===== src/rtl/rbe_store_serializer_pkg.sv =====
// Shared types and constants for the RBE store serializer.
// The optional 2-entry output skid stage is selected with the macro RBE_STORE_SER_SKID_EN.
package rbe_package;

    localparam int unsigned BINCONV_COLUMN_SIZE = 9;
    localparam int unsigned BINCONV_TP          = 32;
    localparam int unsigned STORE_SER_CNT_W     = 16;
    localparam int unsigned STORE_SER_COL_W     = $clog2(BINCONV_COLUMN_SIZE + 1);

    typedef struct packed {
        logic                       start;
        logic [STORE_SER_COL_W-1:0] nb_cols;
        logic [STORE_SER_CNT_W-1:0] nb_rows;
    } ctrl_store_ser_t;

    typedef struct packed {
        logic                       busy;
        logic                       done;
        logic [STORE_SER_COL_W-1:0] col_idx;
        logic [STORE_SER_CNT_W-1:0] row_cnt;
    } flags_store_ser_t;

    // Saturate a requested column count to the number of physical columns.
    function automatic logic [STORE_SER_COL_W-1:0] store_ser_clamp_cols(
        input logic [STORE_SER_COL_W-1:0] req,
        input int unsigned                max_cols
    );
        if (32'(req) > max_cols) begin
            return STORE_SER_COL_W'(max_cols);
        end
        return req;
    endfunction

endpackage


===== src/rtl/rbe_store_serializer_skid.sv =====
// Two-entry skid FIFO used as the serializer output stage when
// RBE_STORE_SER_SKID_EN is defined. accept_o depends only on registered fill,
// so the sink ready never reaches the column readies combinationally.
module rbe_store_skid #(
    parameter int unsigned DATA_W = 32,
    parameter int unsigned STRB_W = 4
) (
    input  logic              clk_i,
    input  logic              rst_ni,
    input  logic              enable_i,
    input  logic              clear_i,
    input  logic              push_i,
    input  logic [DATA_W-1:0] data_i,
    input  logic [STRB_W-1:0] strb_i,
    input  logic              ready_i,
    output logic              valid_o,
    output logic [DATA_W-1:0] data_o,
    output logic [STRB_W-1:0] strb_o,
    output logic              accept_o,
    output logic              drained_o
);

    logic [1:0]        fill_q, fill_d;
    logic [DATA_W-1:0] data0_q, data0_d, data1_q, data1_d;
    logic [STRB_W-1:0] strb0_q, strb0_d, strb1_q, strb1_d;
    logic              pop;

    assign pop       = enable_i & (fill_q != 2'd0) & ready_i;
    assign valid_o   = (fill_q != 2'd0);
    assign data_o    = data0_q;
    assign strb_o    = strb0_q;
    assign accept_o  = (fill_q != 2'd2);
    // Empty now, or the last entry leaves this cycle with nothing replacing it.
    assign drained_o = (fill_q == 2'd0) | ((fill_q == 2'd1) & pop & ~push_i);

    // Entry 0 is always the head; entry 1 only holds the second beat.
    always_comb begin
        fill_d  = fill_q;
        data0_d = data0_q;
        data1_d = data1_q;
        strb0_d = strb0_q;
        strb1_d = strb1_q;
        if (clear_i) begin
            fill_d = 2'd0;
        end else if (enable_i) begin
            case ({push_i, pop})
                2'b11: begin
                    if (fill_q == 2'd1) begin
                        data0_d = data_i;
                        strb0_d = strb_i;
                    end else begin
                        data0_d = data1_q;
                        strb0_d = strb1_q;
                        data1_d = data_i;
                        strb1_d = strb_i;
                    end
                end
                2'b01: begin
                    data0_d = data1_q;
                    strb0_d = strb1_q;
                    fill_d  = fill_q - 2'd1;
                end
                2'b10: begin
                    if (fill_q == 2'd0) begin
                        data0_d = data_i;
                        strb0_d = strb_i;
                    end else begin
                        data1_d = data_i;
                        strb1_d = strb_i;
                    end
                    fill_d = fill_q + 2'd1;
                end
                default: ;
            endcase
        end
    end

    // Storage and fill registers.
    always_ff @(posedge clk_i or negedge rst_ni) begin
        if (!rst_ni) begin
            fill_q  <= 2'd0;
            data0_q <= '0;
            data1_q <= '0;
            strb0_q <= '0;
            strb1_q <= '0;
        end else begin
            fill_q  <= fill_d;
            data0_q <= data0_d;
            data1_q <= data1_d;
            strb0_q <= strb0_d;
            strb1_q <= strb1_d;
        end
    end

endmodule


===== src/rtl/rbe_store_serializer.sv =====
// RBE store serializer: merges the per-column output streams into one stream,
// column 0..nb_cols-1 per row, for nb_rows rows.
// Define RBE_STORE_SER_SKID_EN to replace the single output register with a
// 2-entry skid FIFO (no combinational out_ready_i -> col_ready_o path).
module rbe_store_serializer
    import rbe_package::*;
#(
    parameter int unsigned BC_NR_COLUMN = rbe_package::BINCONV_COLUMN_SIZE,
    parameter int unsigned TP_IN        = rbe_package::BINCONV_TP,
    parameter int unsigned CNT_W        = 16
) (
    input  logic                            clk_i,
    input  logic                            rst_ni,
    input  logic                            enable_i,
    input  logic                            clear_i,
    input  ctrl_store_ser_t                 ctrl_i,
    input  logic [BC_NR_COLUMN-1:0]         col_valid_i,
    input  logic [BC_NR_COLUMN*TP_IN-1:0]   col_data_i,
    input  logic [BC_NR_COLUMN*TP_IN/8-1:0] col_strb_i,
    output logic [BC_NR_COLUMN-1:0]         col_ready_o,
    output logic                            out_valid_o,
    output logic [TP_IN-1:0]                out_data_o,
    output logic [TP_IN/8-1:0]              out_strb_o,
    input  logic                            out_ready_i,
    output flags_store_ser_t                flags_o
);

    localparam int unsigned CW     = $clog2(BC_NR_COLUMN + 1);
    localparam int unsigned STRB_W = TP_IN / 8;

    typedef enum logic [1:0] {
        IDLE  = 2'd0,
        RUN   = 2'd1,
        DRAIN = 2'd2
    } state_e;

    state_e            state_q, state_d;
    logic [CW-1:0]     col_idx_q, col_idx_d;
    logic [CW-1:0]     nb_cols_q, nb_cols_d;
    logic [CNT_W-1:0]  row_cnt_q, row_cnt_d;
    logic [CNT_W-1:0]  nb_rows_q, nb_rows_d;
    logic              done_q, done_d;

    logic              accept;
    logic              stage_drained;
    logic              run_ok;
    logic              col_hs;
    logic [TP_IN-1:0]  sel_data;
    logic [STRB_W-1:0] sel_strb;

    // Only the current column may be acknowledged, and only when the output stage has room.
    assign run_ok = (state_q == RUN) & enable_i & accept & ~clear_i;

    // Steer ready to col_idx and select its data/strb for the output stage.
    always_comb begin
        col_ready_o = '0;
        sel_data    = '0;
        sel_strb    = '0;
        for (int i = 0; i < BC_NR_COLUMN; i++) begin
            if (col_idx_q == CW'(i)) begin
                col_ready_o[i] = run_ok;
                sel_data       = col_data_i[i*TP_IN +: TP_IN];
                sel_strb       = col_strb_i[i*STRB_W +: STRB_W];
            end
        end
    end

    assign col_hs = |(col_ready_o & col_valid_i);

    // Row/column counter FSM: next state, counters and done pulse.
    always_comb begin
        state_d   = state_q;
        col_idx_d = col_idx_q;
        row_cnt_d = row_cnt_q;
        nb_cols_d = nb_cols_q;
        nb_rows_d = nb_rows_q;
        done_d    = 1'b0;
        if (clear_i) begin
            state_d   = IDLE;
            col_idx_d = '0;
            row_cnt_d = '0;
        end else if (enable_i) begin
            case (state_q)
                IDLE: begin
                    if (ctrl_i.start) begin
                        if ((ctrl_i.nb_rows == '0) || (ctrl_i.nb_cols == '0)) begin
                            done_d = 1'b1;
                        end else begin
                            state_d   = RUN;
                            col_idx_d = '0;
                            row_cnt_d = '0;
                            nb_cols_d = store_ser_clamp_cols(ctrl_i.nb_cols, BC_NR_COLUMN);
                            nb_rows_d = ctrl_i.nb_rows;
                        end
                    end
                end
                RUN: begin
                    if (col_hs) begin
                        if (col_idx_q == nb_cols_q - CW'(1)) begin
                            col_idx_d = '0;
                            row_cnt_d = row_cnt_q + CNT_W'(1);
                            if (row_cnt_q == nb_rows_q - CNT_W'(1)) begin
                                state_d = DRAIN;
                            end
                        end else begin
                            col_idx_d = col_idx_q + CW'(1);
                        end
                    end
                end
                DRAIN: begin
                    if (stage_drained) begin
                        state_d = IDLE;
                        done_d  = 1'b1;
                    end
                end
                default: state_d = IDLE;
            endcase
        end
    end

    // FSM and counter registers.
    always_ff @(posedge clk_i or negedge rst_ni) begin
        if (!rst_ni) begin
            state_q   <= IDLE;
            col_idx_q <= '0;
            row_cnt_q <= '0;
            nb_cols_q <= '0;
            nb_rows_q <= '0;
            done_q    <= 1'b0;
        end else begin
            state_q   <= state_d;
            col_idx_q <= col_idx_d;
            row_cnt_q <= row_cnt_d;
            nb_cols_q <= nb_cols_d;
            nb_rows_q <= nb_rows_d;
            done_q    <= done_d;
        end
    end

`ifdef RBE_STORE_SER_SKID_EN
    rbe_store_skid #(
        .DATA_W (TP_IN),
        .STRB_W (STRB_W)
    ) i_skid (
        .clk_i     (clk_i),
        .rst_ni    (rst_ni),
        .enable_i  (enable_i),
        .clear_i   (clear_i),
        .push_i    (col_hs),
        .data_i    (sel_data),
        .strb_i    (sel_strb),
        .ready_i   (out_ready_i),
        .valid_o   (out_valid_o),
        .data_o    (out_data_o),
        .strb_o    (out_strb_o),
        .accept_o  (accept),
        .drained_o (stage_drained)
    );
`else
    logic              out_valid_q;
    logic [TP_IN-1:0]  out_data_q;
    logic [STRB_W-1:0] out_strb_q;

    // A pop and a push may coincide, which keeps throughput at one beat per cycle.
    assign accept        = ~out_valid_q | out_ready_i;
    assign stage_drained = ~out_valid_q | out_ready_i;

    // Single output register: load on column handshake, empty on sink handshake.
    always_ff @(posedge clk_i or negedge rst_ni) begin
        if (!rst_ni) begin
            out_valid_q <= 1'b0;
            out_data_q  <= '0;
            out_strb_q  <= '0;
        end else if (clear_i) begin
            out_valid_q <= 1'b0;
        end else if (enable_i) begin
            if (col_hs) begin
                out_valid_q <= 1'b1;
                out_data_q  <= sel_data;
                out_strb_q  <= sel_strb;
            end else if (out_ready_i) begin
                out_valid_q <= 1'b0;
            end
        end
    end

    assign out_valid_o = out_valid_q;
    assign out_data_o  = out_data_q;
    assign out_strb_o  = out_strb_q;
`endif

    // Status flags.
    always_comb begin
        flags_o         = '0;
        flags_o.busy    = (state_q != IDLE);
        flags_o.done    = done_q;
        flags_o.col_idx = col_idx_q;
        flags_o.row_cnt = row_cnt_q;
    end

endmodule


===== config.mk =====
export PLATFORM = sky130hd
export DESIGN_NAME = rbe_store_serializer
export DESIGN_NICKNAME = d
export VERILOG_FILES = /design/src/rtl/rbe_store_serializer_pkg.sv /design/src/rtl/rbe_store_serializer_skid.sv /design/src/rtl/rbe_store_serializer.sv
export SDC_FILE = /design/constraint.sdc
export NUM_CORES = 1
export LEC_CHECK = 0
export CAP_MARGIN = 30
export CORE_AREA = 2 2 167 169
export CTS_BUF_LIST = sky130_fd_sc_hd__clkbuf_4
export CTS_CLUSTER_DIAMETER = 30
export DETAILED_ROUTE_END_ITERATION = 12
export DIE_AREA = 0 0 169 171
export PLACE_DENSITY_LB_ADDON = 0.08
export SYNTH_ARGS = -nofsm -noshare
export SYNTH_HDL_FRONTEND = slang
export SYNTH_SLANG_ARGS = --single-unit

===== constraint.sdc =====
create_clock -name clk_i -period 6.02 [get_ports clk_i]
set_input_delay 0.602 -clock clk_i [delete_from_list [all_inputs] [get_ports clk_i]]
set_output_delay 0.602 -clock clk_i [all_outputs]
set_load 0.01 [all_outputs]

==> After elaboration in Yosys (flattened, before gate mapping) <==
Index checks and enable logic that the tools add are counted.
{ "op_classes": {"add_sub_neg": 4, "bitwise_logic": 8, "n_reduce_logical": 16, "mul": 0, "eq_ne": 18, "order_cmp": 1, "shift": 0, "n_div": 0, "muxes": 68} }
{ "ops": {"columns": ["cell", "n"], "rows": [
  ["$mux 32", 9],
  ["$mux 16", 6],
  ["$mux 4", 17],
  ["$pmux 16 s2", 1],
  ["$mux 1", 24],
  ["$add 16x1->16 const B", 1],
  ["$eq 16x16->1", 1],
  ["$eq 4x3->1 const B", 4],
  ["$logic_not 16->1", 1],
  ["$mux 2", 8],
  ["$sub 16x1->16 const B", 1],
  ["$ne 3x3->1 const B", 4],
  ["$reduce_and 5->1", 2],
  ["$and 9x9->9", 1],
  ["$reduce_or 9->1", 1],
  ["$eq 4x2->1 const B", 2],
  ["$logic_not 4->1", 2],
  ["$pmux 4 s2", 1],
  ["$reduce_and 7->1", 1],
  ["$ne 3x2->1 const B", 2],
  ["$pmux 2 s3", 1],
  ["$reduce_and 6->1", 1],
  ["$reduce_bool 3->1", 2],
  ["$add 4x1->4 const B", 1],
  ["16 further kinds", 21]
]} }
{ "totals": {"mem_count": 0, "register_bits": 80, "out_inout_bits": 68, "rom_bits": 0, "latch_bits": 0, "in_bits": 359, "word_cells": 124, "ramBits": 0} }

==> Depth between registers and ports, before layout <==
{ "logic_depth": {"depth_word": 11, "ltp_mapped": 12, "depth_no_buf": 10} }

==> Least setup slack after synthesis <==
Ideal clock, no wire load.
{ "synth_timing": {"kind": "input to register", "startpoint": "input port clear_i", "endpoint": "register nb_rows_q[10]", "slack_ns": 2.583, "arrival_time_ns": 3.309, "required_ns": 5.893, "stages": 10, "setup_ns": 0.127, "n_path_buf": 2, "cell_sequence": "buf_2 or3b_2 nor4_1 a2bb2oi_1 a2111oi_0 nand4_1 or4_4 a211oi_4 buf_6 mux2_1"} }
{ "synth_between": {"elab_chain_cells": 2} }
{ "synth_rtl": {"columns": ["item", "line_no", "rtl"], "rows": [
  ["start: declaration", "rbe_store_serializer.sv:15", "input logic clear_i,"],
  ["$not 1->1 (no line)", null, null],
  ["$reduce_and 5->1 (no line)", null, null],
  ["end signal: assignment", "rbe_store_serializer.sv:135", "nb_rows_q <= nb_rows_d;"],
  ["end: declaration", "rbe_store_serializer.sv:41", "logic [CNT_W-1:0] nb_rows_q, nb_rows_d;"]
]} }
Every way passes these cells.
A chain may end at the register's enable or synchronous reset.

==> flow_metrics.py <==
metrics = {
    "die": {
        "start_util_pct": 23.1,
        "num_io_pins": 427,
        "fp.dieW_um": 169,
        "core_region_area_um2": 27300,
        "dieArea_um2": 28900,
        "die_y_um": 171,
        "rows": 61,
    },
    "sta": {
        "setup_viol": 0,
        "finalCritPeriodShare_pct": 69.0,
        "max_freq_ghz": 0.241,
        "fin_setup_tns_ns": 0,
        "rsz0062_at_grt": "false",
        "timing.hold.ws_ns": 0.0820,
        "slew_violations": 0,
        "hold_viol": 0,
        "finClkSkew_ns": 0.0307,
        "relSlewSlack_pct": 37.6,
        "period_needed_ns": 4.15,
        "worst_slew_pin_slew_ns": 0.936,
    },
    "global_route": {
        "track_usage_pct": 23.5,
        "grt_pass1_vias": 7746,
        "grt_pass1_wl_mm": 50.5,
        "grt_overflow": 0,
        "antenna_found_initial": 6,
        "grt_max_degree": 75,
    },
    "finish": {
        "stdcell_count": 1506,
        "seqCellArea_um2": 2000,
        "num-fill-cells": 2890,
        "multiInputGateArea_um2": 4010,
        "fin_util_pct": 40.6,
        "nets": 1517,
        "areaGrowthSynthToFinish_pct": 75.6,
        "drive_gt1_share_pct": 4.50,
        "final_cell_area_um2": 11100,
    },
    "drt": {
        "viasPerCell": 5.16,
        "drt_first_pass_iters": 4,
        "ant_nets": 0,
        "vias": 7764,
        "wl_per_cell_um": 23.0,
        "drt_iter0_drc": 401,
        "drt_wl_total_mm": 34.6,
        "drc": 0,
    },
    "clock_tree": {
        "post_cts_buffers": 0,
        "hold_buffers": 0,
        "htree_levels": 3,
        "cts_made_buffers": 9,
        "cts_buffer_depth": 2,
        "cts_resized": 0,
        "cts_tree": "built",
        "clk_latency_ns": 0.46,
        "clockRootBuffer": "clkbuf_4",
        "clkTransAtPathRegs_ns": 0.15,
        "clock_sinks": 80,
    },
    "logic_synthesis": {
        "ys_async_sr_fraction_pct": 100,
        "synth_common_cells": "82 x o21ai_0, 80 x dfrtp_1, 73 x a221oi_1",
        "avgSynthCellArea_um2": 8.17,
        "synth_fp_nets": 1139,
        "yosys-top-cells-area": "dfrtp_1 32%, a221oi_1 10%, o21ai_0 6.5%, a221o_1 5.7%, nor2_1 3.9%",
        "synth-seq-cells": 80,
        "synth_top_area_share_pct": 31.7,
        "synth_edf_count": 0,
        "synth_most_common_cell": "o21ai_0",
        "yosys.area.top_type": "dfrtp_1",
        "yosys_warnings": 0,
        "ys_seq_area_share_pct": 31.7,
        "netlist_area_um2": 6310,
        "netlist_instances": 773,
        "synth.distinct_cells": 59,
        "ys.flop_type": "dfrtp_1",
    },
    "worst_setup_path": {
        "rr_worst_depth": 11,
        "critical_path_arrival_ns": 4.51,
        "max_stage_delay_ns": 0.80,
        "critPathLaunchType": "flip-flop",
        "crit_buf_inv": 2,
        "cp-end-kind": "flip-flop",
        "path_max_fanout": 37,
        "rrSetupSlack_ns": 1.87,
        "cp_top_family": "simple AND/OR/NAND/NOR gates",
        "required_ns": 6.37,
        "r2r-end": "nb_rows_q[15]$_DFFE_PN0P_",
        "r2r_start": "col_idx_q[0]$_DFFE_PN0P_",
        "timing_worst_setup_path_type": "reg2reg",
        "critical_path.cell_chain": "inv_1 > ha_1 > and3b_2 > a32oi_1 > a2bb2oi_4 > a2111oi_0 > nand4_1 > or4_4 > a211oi_4 > buf_8 > mux2_2",
        "cp_slowest_cell": "and3b_2",
    },
    "placed_design": {
        "routabilityCongestion": 0.895,
        "portBuffers": 426,
        "dp_hpwl_mm": 27.7,
        "placedInstanceArea_um2": 10900,
        "place_inst": 1486,
    },
    "power": {
        "p_per_area_nw_per_um2": 221,
        "p_leak_nw": 4.20,
        "peakVddDrop_uv": 110,
    },
    "min_path": {
        "hold_class": "in2async",
    },
    "run_status": {
        "status": "complete, no violations",
    },
    "flow_run": {
        "drv_cap": 0,
    },
}
==> worst max path at each step <==
stage                     cells past startpoint                   endpoint  slack, ns                      from
after global routing                         11   nb_rows_q[2]$_DFFE_PN0P_       1.66  col_idx_q[1]$_DFFE_PN0P_
after detailed placement                     10  nb_rows_q[15]$_DFFE_PN0P_       1.52                   clear_i
after global placement                        9  nb_rows_q[15]$_DFFE_PN0P_       1.17                   clear_i
final                                        11  nb_rows_q[15]$_DFFE_PN0P_       1.87  col_idx_q[0]$_DFFE_PN0P_
after floorplan                              10  nb_rows_q[10]$_DFFE_PN0P_       2.58                   clear_i
after CTS                                    11  nb_rows_q[15]$_DFFE_PN0P_       1.82  col_idx_q[0]$_DFFE_PN0P_
==> power breakdown <==
| part | internal [mW] | switching (mW) |
|---|---|---|
| Combinational | 0.681 | 0.561 |
| Sequential | 0.696 | 0.131 |
| Clock | 0.169 | 0.216 |
==> cells by family after synthesis <==
| group | Yosys count | share of synthesized area, % |
|---|---|---|
| AO/OA/AOI/OAI | 296 | 32.8 |
| XOR/XNOR | 38 | 5.27 |
| adder cells (fa/ha/maj) | 7 | 1.39 |
| buffers and inverters | 89 | 5.67 |
| flip-flops | 80 | 31.7 |
| multiplexers | 26 | 4.50 |
| AND/OR/NAND/NOR | 237 | 18.7 |
==> layer usage <==
| layer | track usage [%] | part of all wire [%] | wire [µm] |
|---|---|---|---|
| met3 | 5.62 | 6.3 | 2190 |
| met1 | 28.6 | 41 | 14100 |
| met5 | 0 | 0.072 | 25 |
| met4 | 6.99 | 2.2 | 748 |
| met2 | 41.4 | 51 | 17600 |
==> layout by cell type (no fill, tap or decap), types with 17 or more instances in the layout <==
cell / n
clkdlybuf4s50_1: 425
o21ai_0: 82
dfrtp_1: 80
a221oi_1: 73
nor2_1: 64
nand2_1: 50
a21oi_1: 44
nor3_1: 41
a221o_1: 36
o22ai_1: 36
xor2_1: 25
mux2_1: 17
==> through the flow <==
step	power [mW]	setup WS, ns
global route	2.63	1.66
detailed placement	2.09	1.52
global placement	2.08	1.17
floorplan	1.34	2.58
finish	2.45	1.87
CTS	2.49	1.82
==> cell type report <==
class                      instances  share of cell area, %
multi-input combinational        604                   36.2
antenna                            4                 0.0903
timing repair buffer             440                   39.8
inverter                          16                  0.542
sequential                        80                   18.1
clock buffer                       9                  0.610
clock inverter                     7                  0.835
tap                              346                   3.91
==> worst register-to-register path, cell delays in order, from the launching register on <==
cell and delay, ns:
dfrtp_1 0.50, inv_1 0.12, ha_1 0.26, and3b_2 0.80, a32oi_1 0.20, a2bb2oi_4 0.21, a2111oi_0 0.43, nand4_1 0.15
or4_4 0.47, a211oi_4 0.37, buf_8 0.22, mux2_2 0.37
==> state kept, by name, indices dropped and copies added, names as in the netlist <==
signal / cells
out_data_o: 32
nb_rows_q: 16
row_cnt_q: 16
col_idx_q: 4
nb_cols_q: 4
out_strb_o: 4
state_q: 2
done_q: 1
out_valid_o: 1
Note: power is estimated with default switching activity, not from simulation.
